===== src/rtl/control_unit_pkg.sv =====
// Shared encodings for the RV64I main decoder: opcodes, ALU operation codes
// and datapath mux select values.
package control_unit_pkg;

    localparam logic [6:0] OPC_OP        = 7'b0110011;
    localparam logic [6:0] OPC_OP_IMM    = 7'b0010011;
    localparam logic [6:0] OPC_OP_32     = 7'b0111011;
    localparam logic [6:0] OPC_OP_IMM_32 = 7'b0011011;
    localparam logic [6:0] OPC_LOAD      = 7'b0000011;
    localparam logic [6:0] OPC_STORE     = 7'b0100011;
    localparam logic [6:0] OPC_BRANCH    = 7'b1100011;
    localparam logic [6:0] OPC_JALR      = 7'b1100111;
    localparam logic [6:0] OPC_JAL       = 7'b1101111;
    localparam logic [6:0] OPC_LUI       = 7'b0110111;
    localparam logic [6:0] OPC_AUIPC     = 7'b0010111;

    localparam logic [3:0] ALU_ADD  = 4'b0000;
    localparam logic [3:0] ALU_SUB  = 4'b1000;
    localparam logic [3:0] ALU_SLL  = 4'b0001;
    localparam logic [3:0] ALU_SLT  = 4'b0010;
    localparam logic [3:0] ALU_SLTU = 4'b0011;
    localparam logic [3:0] ALU_XOR  = 4'b0100;
    localparam logic [3:0] ALU_SRL  = 4'b0101;
    localparam logic [3:0] ALU_OR   = 4'b0110;
    localparam logic [3:0] ALU_AND  = 4'b0111;
    localparam logic [3:0] ALU_SRA  = 4'b1101;

    localparam logic [1:0] SRCA_RS1  = 2'b00;
    localparam logic [1:0] SRCA_PC   = 2'b01;
    localparam logic [1:0] SRCA_ZERO = 2'b10;

    localparam logic [1:0] WB_ALU = 2'b00;
    localparam logic [1:0] WB_MEM = 2'b01;
    localparam logic [1:0] WB_PC4 = 2'b10;

    localparam logic [2:0] F3_BEQ  = 3'b000;
    localparam logic [2:0] F3_BNE  = 3'b001;
    localparam logic [2:0] F3_BLT  = 3'b100;
    localparam logic [2:0] F3_BGE  = 3'b101;
    localparam logic [2:0] F3_BLTU = 3'b110;
    localparam logic [2:0] F3_BGEU = 3'b111;

endpackage


===== src/rtl/control_unit_branch_resolver.sv =====
// Branch condition evaluation from the flags of the SUB performed this cycle.
module branch_resolver
    import control_unit_pkg::*;
(
    input  logic [2:0] funct3,
    input  logic       zero,
    input  logic       negative,
    input  logic       carry,
    input  logic       overflow,
    output logic       take
);

    logic signed_lt;

    // Carry is "no borrow", so unsigned A<B is its complement.
    assign signed_lt = negative ^ overflow;

    always_comb begin
        take = 1'b0;
        case (funct3)
            F3_BEQ:  take = zero;
            F3_BNE:  take = ~zero;
            F3_BLT:  take = signed_lt;
            F3_BGE:  take = ~signed_lt;
            F3_BLTU: take = ~carry;
            F3_BGEU: take = carry;
            default: take = 1'b0;
        endcase
    end

endmodule


===== src/rtl/control_unit.sv =====
// Main decoder for the single-cycle RV64I core; purely combinational, clk and
// reset exist only for interface uniformity with the rest of the core.
module control_unit
    import control_unit_pkg::*;
(
    input  logic       clk,
    input  logic       reset,
    input  logic       Zero,
    input  logic       Negative,
    input  logic       Carry,
    input  logic       Overflow,
    input  logic       funct7,
    input  logic [2:0] funct3,
    input  logic [6:0] opcode,
    output logic       regWriteEnable,
    output logic       load,
    output logic       store,
    output logic       word,
    output logic [3:0] ALUControl,
    output logic       JALR,
    output logic       sel_mux_pcnext,
    output logic       sel_mux_srcB,
    output logic [1:0] sel_mux_srcA,
    output logic [1:0] sel_mux_writeback
);

    logic branch_take;
    logic f7b_reg_op;
    logic f7b_imm_op;
    logic unused_inputs;

    assign unused_inputs = &{1'b0, clk, reset};

    branch_resolver u_branch_resolver (
        .funct3   (funct3),
        .zero     (Zero),
        .negative (Negative),
        .carry    (Carry),
        .overflow (Overflow),
        .take     (branch_take)
    );

    // Register ops use bit 30 for SUB and SRA; immediate ops only for SRAI,
    // since an ADDI immediate may legitimately have bit 30 set.
    assign f7b_reg_op = funct7 & ((funct3 == 3'b000) || (funct3 == 3'b101));
    assign f7b_imm_op = funct7 & (funct3 == 3'b101);

    always_comb begin
        regWriteEnable    = 1'b0;
        load              = 1'b0;
        store             = 1'b0;
        word              = 1'b0;
        ALUControl        = ALU_ADD;
        JALR              = 1'b0;
        sel_mux_pcnext    = 1'b0;
        sel_mux_srcB      = 1'b0;
        sel_mux_srcA      = SRCA_RS1;
        sel_mux_writeback = WB_ALU;

        case (opcode)
            OPC_OP, OPC_OP_32: begin
                regWriteEnable = 1'b1;
                word           = (opcode == OPC_OP_32);
                ALUControl     = {f7b_reg_op, funct3};
            end
            OPC_OP_IMM, OPC_OP_IMM_32: begin
                regWriteEnable = 1'b1;
                sel_mux_srcB   = 1'b1;
                word           = (opcode == OPC_OP_IMM_32);
                ALUControl     = {f7b_imm_op, funct3};
            end
            OPC_LOAD: begin
                regWriteEnable    = 1'b1;
                load              = 1'b1;
                sel_mux_srcB      = 1'b1;
                sel_mux_writeback = WB_MEM;
            end
            OPC_STORE: begin
                store        = 1'b1;
                sel_mux_srcB = 1'b1;
            end
            OPC_LUI: begin
                regWriteEnable = 1'b1;
                sel_mux_srcB   = 1'b1;
                sel_mux_srcA   = SRCA_ZERO;
            end
            OPC_AUIPC: begin
                regWriteEnable = 1'b1;
                sel_mux_srcB   = 1'b1;
                sel_mux_srcA   = SRCA_PC;
            end
            OPC_JAL: begin
                regWriteEnable    = 1'b1;
                sel_mux_pcnext    = 1'b1;
                sel_mux_srcB      = 1'b1;
                sel_mux_srcA      = SRCA_PC;
                sel_mux_writeback = WB_PC4;
            end
            OPC_JALR: begin
                regWriteEnable    = 1'b1;
                JALR              = 1'b1;
                sel_mux_pcnext    = 1'b1;
                sel_mux_srcB      = 1'b1;
                sel_mux_writeback = WB_PC4;
            end
            OPC_BRANCH: begin
                ALUControl     = ALU_SUB;
                sel_mux_pcnext = branch_take;
            end
            default: ;
        endcase
    end

endmodule


===== config.mk =====
export PLATFORM = sky130hd
export DESIGN_NAME = control_unit
export DESIGN_NICKNAME = d
export VERILOG_FILES = /design/src/rtl/control_unit_pkg.sv /design/src/rtl/control_unit_branch_resolver.sv /design/src/rtl/control_unit.sv
export SDC_FILE = /design/constraint.sdc
export NUM_CORES = 1
export LEC_CHECK = 0
export CAP_MARGIN = 20
export CORE_AREA = 2 2 39 41
export DETAILED_ROUTE_END_ITERATION = 12
export DIE_AREA = 0 0 41 43
export GPL_ROUTABILITY_DRIVEN = 0
export GPL_TIMING_DRIVEN = 0
export PLACE_DENSITY = 0.7
export SETUP_SLACK_MARGIN = 0.2
export SYNTH_ARGS = -nofsm -noshare
export SYNTH_HDL_FRONTEND = slang
export SYNTH_SLANG_ARGS = --single-unit

===== constraint.sdc =====
create_clock -name vclk -period 2.8
set_clock_uncertainty 0.05 [all_clocks]
set_input_delay 0.84 -clock vclk [all_inputs]
set_output_delay 0.84 -clock vclk [all_outputs]
set_load 0.05 [all_outputs]

==> impl_results.md, run 1 <==
* Status: finished, violations left
* Failing checks: negative setup slack
* Antenna violations before repair at 0
* Die area at 1760 µm²
* Critical path depth at 4
* Post-synth top area cell: xnor2_1
* RSZ-0062 raised after global routing: yes
* Commonest cells post-synth: nor3_1, nor2_1
* Via count at 546
* Pwr/cell area at about 120 nW/µm²
* Max Fclk at 356 MHz
* Count of input and output buffers at 26
* GR Util met2 at 0.281
* Synth top area share at 0.103
* Hold Buf Count CTS at 0
* Initial Utilization at 0.247
* Area delta synth->final at 180%
* Post-DR wirelength/cell at 11.8 µm
* # clk buffers at 0
* Slew Viols, Final at 0
* Max-cap violations at 0
* TNS Setup at -0.00936 ns
* Mean Syn Cell Area at between 6 and 7 µm²
* Synth cell types at 26
* WP data required at approximately 1.9 ns
* Ys Warns at 0
* Number of global-route vias before repair at about 490
* Share of cells above drive strength 1 at 0.713
* Final min period at 2.81 ns
* CP max stage delay at 0.59 ns
* Remaining global-route overflow at 0
* CP top delay family: simple AND/OR/NAND/NOR gates
* Final hold vios at 0
* Synthesized instance count at between 50 and 60
* Global-route wire length before repair at 2060 µm
* CP Capture Type: output port
* CP arrival at 1.92 ns
* Initial DRC Count at 4
* FF+latch count at 0
* Ant diodes at 0
* # setup viols final at 1
* ANT nets after route at 0
* Final WL at 1300 µm
* Critical path buffers and inverters at 2
* Rows at 14
* Die H at 43 µm
* Crit path launch: opcode[2]
* GRT Max-Usage Layer: met2
* GR Layer Usage met3 at 0.0105
* Most frequent CP cell: buf_6
* Final worst-path cycle share at 1.00
* Maximum number of pins on one net before global-route repair at 11
* Pleak at about 0.00042 µW
* Post-Syn Nets at 70
* # IOs at 32
* Vias per inst at a little under 5
* Slowest cell on crit path: or4_4
* DP HPWL at 882 µm
* Core area at roughly 1400 µm²
* Tot GR Track Use at 0.155
* Crit start category: input pin
* Post-synth design cell area at between 300 and 400 µm²
* Worst Setup Slack, final at -0.00936 ns
* Crit-path max FO at 3
* Crit path kind: input pin to output port
* Final core utilization at 0.691
* Seq/Total Area, Yosys at 0
* Slew margin rel. at 0.836
* HP Class: input pin to output port
* Pre-antenna DRT Iters at 3
* Count leader, synth: nor3_1
* Nets at between 100 and 150
* Drt drc at 0
* CP Cell Sequence: buf_6, or4_4, nor3b_4, buf_6
* CP Capture Point: store
* Reg area at 0 µm²
* Peak VDD IR at ~0.000056 V
* Die width at 41 µm
* Top cells by area in the synthesized netlist: xnor2_1, nor3_1, and2_1
* Worst-margin pin slew at between 0.2 and 0.25 ns
* Met1 Track Usage GR at 0.200
[timing repair]
item / 4_1_cts / 5_1_grt
pin swaps: 16 / 6
cloned: 0 / 0
endpoints found under the setup margin: 15 / 14
buffers inserted: 10 / 5
gates resized for setup: 152 / 11
[cell usage in the layout (no fill, tap or decap), types with 2 or more instances in the layout]
cell             count
buf_4               16
buf_6               12
buf_8                7
nor3b_4              4
and2_4               4
xnor2_1              4
nand2_1              3
nor3_4               3
dlygate4sd2_1        3
buf_12               2
nor3_2               2
nor2_1               2
nand3b_1             2
a21oi_1              2
nor2_2               2
clkdlybuf4s15_1      2
buf_2                2
[through the flow]
stage / setup WS, ns / std cells / instance area [µm²] / total power (µW) / hold slack, ns
6_report: -0.00936 / 110 / 956 / 116 / 1.97
3_3_place_gp: -1.13 / 95 / 759 / 88.6 / 2.47
5_1_grt: -0.0323 / 110 / 956 / 123 / 1.98
2_1_floorplan: -0.0817 / 53 / 479 / 59.4 / 1.80
3_5_place_dp: -1.14 / 95 / 759 / 89.4 / 2.47
4_1_cts: -0.00803 / 105 / 895 / 107 / 1.95
[per-layer routing]
layer | wire length [µm] | share of wire | vias to the layer above
met2 | 716 | 0.55 | 21
met1 | 491 | 0.38 | 254
li1 | - | - | 271
met3 | 89 | 0.069 | 0
met5 | 0 | 0 | -
met4 | 0 | 0 | 0
[worst min-delay path by stage]
stage                     startpoint        endpoint  slack (ns)  depth (start not counted)
after floorplan            funct3[1]   ALUControl[1]        1.80                          1
after global placement     opcode[4]            load        2.47                          3
after detailed placement   opcode[4]            load        2.47                          3
after CTS                  opcode[3]  sel_mux_pcnext        1.95                          3
after global routing       opcode[3]  sel_mux_pcnext        1.98                          3
final                      opcode[3]  sel_mux_pcnext        1.97                          3
[worst min-delay path, delay by kind of cell]
kind | cells | cell delay [ns]
compound gates | 1 | 0.07
buf+inv | 2 | 0.27
[where the power goes]
group / switching [µW] / leakage [µW] / internal, µW
sequential: 0 / 0 / 0
combinational: 54.0 / 0.000424 / 61.7
clock: 0 / 0 / 0
[layout make-up]
class                           count  area, µm²
Buffer                              5       70.1
Fill cell                         116        428
Inverter                            2       12.5
Multi-Input combinational cell     46        454
Tap cell                           16       20.0
Timing Repair Buffer               41        399
[cells by family (layout without fill, tap and decap cells)]
kind of cell,Yosys count,in the layout,share of synthesized area
buffers and inverters,7,48,0.114
and+or+nand+nor,32,32,0.568
AOI/OAI and AO/OA,10,10,0.216
xor gates and xnor gates,4,4,0.103
Power figures use the tool's default switching activity.
==> run 2, diff against run 1 <==
==> constraint.sdc (replaced) <==
create_clock -name vclk -period 2.64
set_clock_uncertainty 0.05 [all_clocks]
set_input_delay 0.792 -clock vclk [all_inputs]
set_output_delay 0.792 -clock vclk [all_outputs]
set_load 0.05 [all_outputs]
==> run 2 against run 1 <==
Against the previous run: the flow still finishes with violations (negative setup slack); worst setup slack lost 0.063 ns; core utilization grew 4.7 points; clock-buffer cell count is the same; critical path depth is the same; first-iteration DRC count is the same; cell area grew 6.8%; cell count grew 0.91%; non-clock buffer count grew 1; flip-flop and latch count is the same; total power grew 15%; critical endpoint unchanged; highest routed layer unchanged.
==> impl_results.md, run 2 (synthesis gave the netlist of run 1 again) <==
* Final hold vios at 0
* Worst Setup Slack, final at -0.0721 ns
* Placed cell areas at 759 µm²
* # setup viols final at 7
* HP Class: input pin to output port
* Antenna violations before repair at 0
* Max Fclk at approximately 370 MHz
* Number of global-route vias before repair at approximately 540
* Via count at around 560
* Maximum number of pins on one net before global-route repair at 11
* RSZ-0062 raised after global routing: yes
* Initial Utilization at 0.247
* Multi-input gate area at 470 µm²
* Global-route wire length before repair at 2300 µm
* Pleak at approximately 0.00045 µW
* # clk buffers at 0
* CP Capture Point: store
* Post-DR wirelength/cell at between 10 and 15 µm
* Worst-margin pin slew at roughly 0.25 ns
* Share of cells above drive strength 1 at 0.716
* Area delta synth->final at 199%
* Rows at 14
* Pwr/cell area at roughly 130 nW/µm²
* Crit-path max FO at 3
* Initial DRC Count at 4
* Remaining global-route overflow at 0
* Final Instance Count excl. Fillers at ~110
* Drt drc at 0
* Crit path kind: input pin to output port
* CP max stage delay at a little under 0.6 ns
* Placed instance count at between 90 and 100
* Status: finished, violations left
* Crit start category: input pin
* Final worst-path cycle share at 1.03
* Peak VDD IR at 0.0000723 V
* Die area at 1760 µm²
* CP arrival at between 1.5 and 2 ns
* FF+latch count at 0
* Max-cap violations at 0
* ANT nets after route at 0
* WP data required at 1.80 ns
* Fillers at approximately 100
* Crit path launch: opcode[2]
* CP Capture Type: output port
* Die width at about 41 µm
* Hold Buf Count CTS at 0
* Pre-antenna DRT Iters at 3
* Slowest cell on crit path: or4_4
* Core area at about 1400 µm²
* Die H at around 43 µm
* Tot GR Track Use at 0.179
* Vias per inst at between 5 and 6
* Fin Hold WS at around 1.9 ns
* Post-Place Setup Slack at -1.21 ns
* Nets at about 110
* Slew Viols, Final at 0
* Final WL at approximately 1400 µm
* DP HPWL at around 910 µm
* Most frequent cells in the layout: buf_4, buf_6, buf_8, nor3_4
* Count of input and output buffers at 26
* Slew margin rel. at 0.835
* CP Cell Sequence: buf_8, or4_4, nor3b_4, buf_6
* Failing checks: negative setup slack
* Ant diodes at 0
* Fin area at approximately 1000 µm²
* Final min period at ~2.7 ns
* # IOs at 32
* Reg area at 0 µm²
* Final core utilization at 0.738
run 2: repair_timing:
action,4_1_cts,5_1_grt
gates resized for setup,164,8
buffers inserted,14,2
endpoints found under the setup margin,15,15
pin swaps,23,6
run 2: per-stage QoR:
step,TNS [ns],total power (µW)
after floorplan,-0.395,63.0
after CTS,-0.333,125
after global placement,-16.02,93.8
after global routing,-0.782,140
final,-0.342,133
after detailed placement,-16.09,95.3
run 2: power by group:
| group | internal (µW) | switching, µW | total, µW |
|---|---|---|---|
| Combinational | 71.2 | 61.4 | 133 |
| Sequential | 0 | 0 | 0 |
| Clock | 0 | 0 | 0 |
| Total | 71.2 | 61.4 | 133 |
run 2: cell type report:
type	count	share of cell area
multi-input combinational	46	0.461
timing repair buffer	42	0.434
inverter	2	0.00980
buffer	5	0.0760
tap	16	0.0196
run 2: worst min path at each step:
stage | end | slack, ns | start | cells after the start
after CTS | sel_mux_pcnext | 1.85 | opcode[3] | 3
after global routing | sel_mux_pcnext | 1.87 | opcode[3] | 3
after global placement | sel_mux_writeback[0] | 2.37 | opcode[4] | 3
after floorplan | ALUControl[1] | 1.71 | funct3[1] | 1
after detailed placement | sel_mux_writeback[0] | 2.38 | opcode[4] | 3
final | sel_mux_pcnext | 1.86 | opcode[3] | 3
run 2: worst max-delay path, delay by kind of cell:
family	cells	cell delay [ns]
buf+inv	2	0.27
simple gates	2	0.81
run 2: layer usage:
layer	global-route usage	routed length (µm)	up-vias
met5	0	0	-
met4	0	0	0
met3	0.0157	80	0
met2	0.338	831	21
met1	0.215	537	264
li1	-	-	276
==> run 3, diff against run 2 <==
--- a/config.mk
+++ b/config.mk
@@ -11,7 +11,7 @@
 export DIE_AREA = 0 0 41 43
 export GPL_ROUTABILITY_DRIVEN = 0
 export GPL_TIMING_DRIVEN = 0
-export PLACE_DENSITY = 0.7
+export PLACE_DENSITY = 0.71
 export SETUP_SLACK_MARGIN = 0.2
 export SYNTH_ARGS = -nofsm -noshare
 export SYNTH_HDL_FRONTEND = slang
==> run 3 against run 2 <==
Against the previous run: the flow still finishes with violations (negative setup slack); total power fell by 4.7%; clock-buffer cell count unchanged; flip-flop and latch count stayed put; worst setup slack improved by 0.012 ns; fmax is 0.44% higher; largest power group unchanged; highest routed layer is now met4.
==> impl_results.md, run 3 (synthesis gave the netlist of run 1 again) <==
* Status: finished, violations left
* Failing checks: negative setup slack
* Share of cells above drive strength 1 at 0.750
* Crit path kind: input pin to output port
* Most frequent cells in the layout: buf_4, buf_6, buf_8
* # IOs at 32
* Fin Hold WS at 1.85 ns
* Initial Utilization at 0.247
* Placed cell areas at about 760 µm²
* Final WL at 1350 µm
* Global-route wire length before repair at 2210 µm
* Peak VDD IR at ~0.000062 V
* Slew margin rel. at 0.833
* Die width at 41 µm
* Post-DR wirelength/cell at approximately 12 µm
* Die area at 1760 µm²
* DP HPWL at 845 µm
* FF+latch count at 0
* Number of global-route vias before repair at 520
* Rows at 14
* Drt drc at 0
* Worst Setup Slack, final at -0.0601 ns
* Pleak at around 0.00044 µW
* Area delta synth->final at 189%
* Maximum number of pins on one net before global-route repair at 11
* RSZ-0062 raised after global routing: yes
* Reg area at 0 µm²
* Tot Pwr at roughly 130 µW
* Max Fclk at between 300 and 400 MHz
* Max-cap violations at 0
* CP max stage delay at slightly below 0.6 ns
* CP Capture Type: output port
* ANT nets after route at 0
* Pre-antenna DRT Iters at 4
* CP arrival at roughly 1.9 ns
* Crit-path max FO at 3
* WP data required at between 1.5 and 2 ns
* Via count at roughly 550
* Antenna violations before repair at 0
* Fin area at 986 µm²
* Slew Viols, Final at 0
* Final min period at between 2 and 3 ns
* Final hold vios at 0
* Initial DRC Count at 7
* Crit start category: input pin
* Ant diodes at 0
* Core area at 1380 µm²
* Hold Buf Count CTS at 0
* Worst-margin pin slew at around 0.25 ns
* Final worst-path cycle share at 1.02
* Count of input and output buffers at 26
* Slowest cell on crit path: or4_4
* Die H at approximately 43 µm
* Tot GR Track Use at 0.169
* Pwr/cell area at approximately 130 nW/µm²
* Commonest non-fill, non-tap cell in the layout: buf_4
* Remaining global-route overflow at 0
* CP Cell Sequence: buf_8, or4_4, nor3b_4, buf_6
* Nets at around 120
* # clk buffers at 0
* Vias per inst at a little under 5
* # setup viols final at 2
* HP Class: input pin to output port
run 3: cell count changes in the layout (fill, tap and decap cells not counted), sizes merged:
cell / delta
buf: +4
clkbuf: +1
clkdlybuf4s15: -3
dlygate4sd2: -1
run 3: metal layers:
layer,GRT usage,part of all wire,vias to the layer above
met3,0.0105,0.056,2
met1,0.228,0.43,252
met5,0,0,-
met4,0.0267,0.019,0
met2,0.284,0.50,25
li1,-,-,274
run 3: final timing paths:
check                 start              to  slack [ns]  cells past startpoint
setup / recovery  opcode[2]           store       -0.06                      4
hold / removal    opcode[3]  sel_mux_pcnext        1.85                      3
run 3: cell type report:
class | instances | area, µm²
Tap cell | 16 | 20.0
Timing Repair Buffer | 43 | 423
Multi-Input combinational cell | 46 | 463
Fill cell | 110 | 398
Buffer | 5 | 70.1
Inverter | 2 | 10.0
run 3: power breakdown:
part           switching [µW]  internal [µW]
Sequential                  0              0
Combinational            59.4           67.0
Clock                       0              0
run 3: stage by stage:
step | util | cells | setup TNS, ns | worst slack (ns)
global placement | 0.549 | 95 | -15.92 | -1.20
floorplan | - | 53 | -0.395 | -0.146
detailed placement | 0.549 | 95 | -15.89 | -1.21
CTS | 0.650 | 105 | -0.0781 | -0.0781
global route | 0.712 | 112 | -0.284 | -0.0961
finish | 0.712 | 112 | -0.0991 | -0.0601
run 3: critical path: cells and delay by family:
kind          cells  cell delay [ns]
simple gates      2             0.78
buf+inv           2             0.28
run 3: timing repair:
item	CTS	global route
buffers inserted	10	7
cloned	0	0
endpoints found under the setup margin	15	14
gates resized for setup	164	10
pin swaps	18	9
